===== config.mk =====
export PLATFORM = sky130hd
export DESIGN_NAME = acc_datapath
export DESIGN_NICKNAME = d
export VERILOG_FILES = /design/src/rtl/acc_datapath.sv
export SDC_FILE = /design/constraint.sdc
export NUM_CORES = 1
export LEC_CHECK = 0
export ABC_AREA = 0
export CAP_MARGIN = 20
export CORE_ASPECT_RATIO = 1.1
export CORE_MARGIN = 8
export CORE_UTILIZATION = 45
export DETAILED_ROUTE_END_ITERATION = 8
export PLACE_DENSITY = 0.83
export SETUP_SLACK_MARGIN = 0.1
export SYNTH_ARGS = -nofsm -noshare
export SYNTH_HDL_FRONTEND = slang
export SYNTH_SLANG_ARGS = --single-unit
export TNS_END_PERCENT = 100

===== constraint.sdc =====
create_clock -name clk -period 2.6 [get_ports clk]
set_input_delay 0.52 -clock clk [delete_from_list [all_inputs] [get_ports clk]]
set_output_delay 0.52 -clock clk [all_outputs]
set_load 0.02 [all_outputs]

===== src/rtl/acc_datapath.sv =====
// ----------------------------------------------------------------------------
// acc_datapath
//   Frame accumulator sitting between a valid/ready sample source and a
//   valid/ready result consumer, steered by controller strobes:
//     sel : restart the frame (the sample accepted this cycle opens the new frame)
//     en  : commit the pre-update sum/count/overflow into a one-deep result slot
//
// Ports
//   clk, rst              clock, synchronous active-high reset
//   sel, en               controller strobes
//   in_valid/in_ready     sample handshake, in_data = unsigned DW-bit sample
//   out_valid/out_ready   result handshake
//   acc_out, cnt_out      committed sum and (saturating) sample count
//   ovf_out               committed frame carried out of AW bits at least once
//   overrun               one-cycle pulse: commit dropped against a held slot
// ----------------------------------------------------------------------------
module acc_datapath #(
    parameter int DW  = 8,
    parameter int AW  = 12,
    parameter int CW  = 4,
    parameter bit SAT = 1'b1
) (
    input  logic          clk,
    input  logic          rst,
    input  logic          sel,
    input  logic          en,
    input  logic          in_valid,
    input  logic [DW-1:0] in_data,
    output logic          in_ready,
    output logic          out_valid,
    input  logic          out_ready,
    output logic [AW-1:0] acc_out,
    output logic [CW-1:0] cnt_out,
    output logic          ovf_out,
    output logic          overrun
);

    typedef struct packed {
        logic [AW-1:0] acc;
        logic [CW-1:0] cnt;
        logic          ovf;
    } frame_t;

    typedef enum logic {S_EMPTY = 1'b0, S_FULL = 1'b1} slot_state_e;

    frame_t      frame_q, frame_d;
    frame_t      slot_q;
    slot_state_e state_q;
    logic        overrun_q;

    logic        hold;
    logic        accept;
    logic [AW:0] sum;

    // The source stalls only while an undelivered result blocks the slot.
    assign hold     = (state_q == S_FULL) && !out_ready;
    assign in_ready = !hold;
    assign accept   = in_valid && in_ready;

    // One extra bit so the carry out of the accumulator is visible.
    assign sum = {1'b0, frame_q.acc} + (AW+1)'(in_data);

    always_comb begin
        frame_d = frame_q;
        if (sel) begin
            frame_d = '0;
            if (accept) begin
                frame_d.acc = AW'(in_data);
                frame_d.cnt = CW'(1);
            end
        end else if (accept) begin
            frame_d.ovf = frame_q.ovf | sum[AW];
            frame_d.acc = (SAT && sum[AW]) ? {AW{1'b1}} : sum[AW-1:0];
            frame_d.cnt = (frame_q.cnt == {CW{1'b1}}) ? frame_q.cnt : frame_q.cnt + CW'(1);
        end
    end

    always_ff @(posedge clk) begin
        if (rst) frame_q <= '0;
        else     frame_q <= frame_d;
    end

    // Result slot. It loads frame_q (the value before this cycle's update), so
    // en together with sel reports the finishing frame while the clear proceeds.
    always_ff @(posedge clk) begin
        if (rst) begin
            state_q   <= S_EMPTY;
            slot_q    <= '0;
            overrun_q <= 1'b0;
        end else begin
            overrun_q <= 1'b0;
            case (state_q)
                S_EMPTY: begin
                    if (en) begin
                        state_q <= S_FULL;
                        slot_q  <= frame_q;
                    end
                end
                S_FULL: begin
                    if (out_ready) begin
                        if (en) slot_q  <= frame_q;   // back-to-back reload
                        else    state_q <= S_EMPTY;
                    end else begin
                        overrun_q <= en;              // slot kept, new result lost
                    end
                end
                default: state_q <= S_EMPTY;
            endcase
        end
    end

    assign out_valid = (state_q == S_FULL);
    assign acc_out   = slot_q.acc;
    assign cnt_out   = slot_q.cnt;
    assign ovf_out   = slot_q.ovf;
    assign overrun   = overrun_q;

endmodule


# Yosys cells after proc, flatten, opt, wreduce, memory -nomap -nowiden
# Cells that the tools add are included.
# word_totals
inputBits	14
elab_cells	34
reg_bits	36
# classes
bitwise_logic	2
reduce_logical	8
add_sub_neg	2
eq_ne	3
n_mux	11
# ops
cell	n
$mux W17	4
$pmux W17 S2	1
$mux W12	2
$add A12 B8 Y13	1
$add A4 B1 Y4 const B	1
$eq A4 B4 Y1 const B	1
$mux W4	1
$ne A2 B2 Y1 const B	2
$reduce_or A3 Y1	1
$logic_and A1 B1 Y1	2
$logic_not A1 Y1	2
$mux W1	2
$pmux W1 S2	1
$reduce_and A2 Y1	1
$reduce_bool A2 Y1	1
$reduce_or A2 Y1	1
$not A1 Y1	1
$or A1 B1 Y1	1

# Longest topological paths before layout
# depth
ltp_word	6
mapped_depth	8
mapped_depth_nobuf	8

# Worst setup path before layout
# OpenSTA, ideal clock, no wires.
# synth_path
path_kind	in2reg
start	in in_data[0]
end	reg frame_q[15] (netlist bit)
t_required_ns	2.470
setup_slack_ns	0.388
path_stages	8
arrival_time_ns	2.083
path_buffers	0
cell_sequence	ha_1 > fa_1 > a211oi_1 > o21ai_1 > a31oi_1 > nor2_1 > a31oi_1 > a211oi_1
# synth_between
elab_chain_len	4
# synth_rtl
item	line_no	source
from (decl)	28	input logic [DW-1:0] in_data,
$add A12 B8 Y13	61	assign sum = {1'b0, frame_q.acc} + (AW+1)'(in_data);
$mux W12	73	frame_d.acc = (SAT && sum[AW]) ? {AW{1'b1}} : sum[AW-1:0];
$mux W17	71	end else if (accept) begin
$mux W17	65	if (sel) begin
to (signal assigned)	80	else frame_q <= frame_d;
to (decl)	46	frame_t frame_q, frame_d;
# No other way between the ends. The select of a mux whose other input is x is not followed.
# A chain may end at the register's enable or synchronous reset.

# Final worst setup path
# Same ends and word-level chain as after synthesis.

==> results by group <==
Outcome
  • Status: finished clean

Timing
  • Final min period: ~2.4 ns
  • Slew @ Worst Pin: 0.608 ns
  • Final WS setup: 0.204 ns
  • Final setup fails: 0
  • Hold Slack: 0.455 ns
  • Fin. Hold Viols: 0
  • RSZ-0062 raised after global routing: no
  • Rel. slew slack: 0.595
  • Max frequency: about 420 MHz
  • Final Max Tran Viols: 0
  • Final period utilization: 0.922
  • Worst Skew: 0.00174 ns

Floorplanning
  • Initial core utilization: 0.455
  • Row cnt: 24
  • Core area: 3870 sq um
  • # IOs: 34
  • Die area: a little over 6000 sq um
  • Die X: 75.7 um
  • Die Y-Extent: 81.7 um

Logic synthesis
  • Synth cell count leaders: nand2_1 (51), dfxtp_1 (36), a21oi_1 (30)
  • Ys flop type: dfxtp_1
  • Post-synth ARST share: 0
  • Synth area leaders: dfxtp_1 (41%), nand2_1 (11%), a21oi_1 (8.5%)
  • EDFF count, synth: 0
  • Yosys cell types: 40
  • Syn nets: between 200 and 250
  • Seq cells post-synth: 36
  • Yosys top cell area share: 0.409
  • Synth Instances: 211
  • YS warnings: 0
  • Yosys top cell by area: dfxtp_1
  • Post-synthesis sequential area ratio: 0.409
  • Avg Cell Area, Syn: 8.36 sq um
  • Top-count cell post-synth: nand2_1
  • Netlist Area Pre-Place: around 1800 sq um

Drt
  • DRC: 0
  • Via count: 1629
  • Drt pass-1 iters: 4
  • First DRT Iteration DRCs: 109
  • Routed WL: 4.14 mm
  • Post-detailed-route via-to-cell ratio: 5.41
  • Routed WL per cell: 13.7 um
  • Routed Antenna Nets: 0

CTS
  • Worst-path clk slew: 0.07 ns
  • Total CTS buffers: 5
  • CTS tree: built
  • Clock buffer depth: 2
  • Clock root cell: clkbuf_8
  • Worst-Skew Late Latency: 0.29 ns
  • Post-CTS setup buffers: 0
  • CTS sink count: 36
  • H-Tree Depth: 2

Setup path
  • Crit-path cells: clkdlybuf4s50_1 > ha_1 > fa_1 > a211oi_2 > o21ai_1 > a31oi_2 > nor2_1 > a31oi_1 > a211oi_1
  • Crit Path Category: in2reg
  • CP Depth: 9
  • Critical Path RT: roughly 2.8 ns
  • CP Max Fanout: 3
  • Crit path capture type: flip-flop
  • Critical Path AT: 2.57 ns
  • R2R cell count: 8
  • Critical Path Source Type: primary input
  • Buf/Inv on CP: 1
  • Slowest-stage cell, CP: clkdlybuf4s50_1
  • CP peak stage delay: 0.45 ns
  • Top Family by Delay on Critical Path: compound AO/OA/AOI/OAI gates

Global route
  • Number of global-route vias before repair: 1600
  • Initial antenna violation count: 0
  • GRT Total Usage: 0.149
  • Grt ovf: 0
  • First-pass GRT wire length: about 7.1 mm
  • Largest net degree at the start of global routing: 26

Cells and area
  • Cell area after layout: 2270 sq um
  • Syn-to-layout area delta: 28.4%
  • Final #Nets: 272
  • Layout cells sized above 1: 0.0924
  • Ant diodes: 0

Power and ir drop
  • Leak pwr: between 0.8 and 0.9 nW
  • VDD IR-drop max: 0.279 mV
  • Power per cell area: about 540 nW/um^2

Placement
  • Post-place setup slack: -0.159 ns
  • GP Congestion: 0.835
  • Area after DPL: 2160 sq um
  • Count of input and output buffers: 33
  • HPWL after DPL: around 3.0 mm

Flow run
  • Max_cap viols: 0

Min path
  • Hold Crit Depth: 2
  • Hold Path Class: reg2reg
## state kept, by name, summed over array words and instances, names as in the netlist
signal	cells
frame_q	17
out_valid	1
ovf_out	1
cnt_out	4
overrun	1
acc_out	12
## worst reg2reg max path: stages (launching register included)
cell and delay (ns):
dfxtp_1 0.33, ha_1 0.21, fa_1 0.41, a211oi_2 0.23
o21ai_1 0.14, a31oi_2 0.24, nor2_1 0.09, a31oi_1 0.18
a211oi_1 0.07
## stage by stage
step           power [W]  setup TNS [ns]   util  instances
2_1_floorplan   0.000739               0      -        211
3_5_place_dp    0.000813          -0.662  0.558        293
3_3_place_gp    0.000808          -0.429  0.558        293
4_1_cts          0.00123               0  0.582        301
5_1_grt          0.00129               0  0.585        301
6_report         0.00122               0  0.585        301
## per-layer routing
layer	GRT usage	wire length [um]
met1	0.176	1800
met5	0	0
met3	0.0501	291
met2	0.242	1990
met4	0.0596	49
## where the power goes
group	internal, W	leakage [nW]	total [W]	switching, W
clock	0.000215	0.0445	0.000416	0.000201
combinational	0.0000974	0.520	0.000222	0.000125
sequential	0.000570	0.293	0.000584	0.0000148
## cells in the final DEF, fill, tap and decap left out, drive strengths merged, types with 3 or more instances in the layout
cell type      synthesis  routed
o21ai                  6       6
clkdlybuf4s50          0      33
nand3                  3       3
a31oi                  4       4
o221ai                 7       7
ha                     9       9
xnor2                  4       4
nand2                 53      53
a211oi                 4       4
a21oi                 31      31
xor2                   3       3
buf                    3       6
clkbuf                 6       7
inv                    5       5
dfxtp                 36      36
nor2                  12      12
## kinds of logic after synthesis
family,count (synthesis),synth area share
buffers and inverters,15,0.0376
multiplexers,2,0.0113
XOR/XNOR,7,0.0348
AO/OA/AOI/OAI,62,0.243
flip-flops,36,0.409
adder cells (fa/ha/maj),10,0.0752
AND/OR/NAND/NOR,79,0.190
## cell type report
type	count	area [sq um]
multi-input cells	160	988
fillers	336	1610
clock buffers	7	86.3
repair buffers	39	375
inverters	6	22.5
clock inverters	1	7.51
flip-flops and latches	36	721
well taps	52	65.1
## worst paths after layout
path	start	slack [ns]	end
setup / recovery	in_data[0]	0.20	frame_q[15]$_SDFFE_PP0P_
hold / removal	cnt_out[2]$_SDFFE_PP0P_	0.46	cnt_out[2]$_SDFFE_PP0P_
setup reg to reg	frame_q[5]$_SDFFE_PP0P_	0.60	frame_q[15]$_SDFFE_PP0P_
hold reg to reg	cnt_out[2]$_SDFFE_PP0P_	0.46	cnt_out[2]$_SDFFE_PP0P_
## timing repair
item,CTS,global route
hold buffers,0,0
setup endpoints to repair,0,6
gates resized for setup,0,2
(Power assumes the default switching activity.)
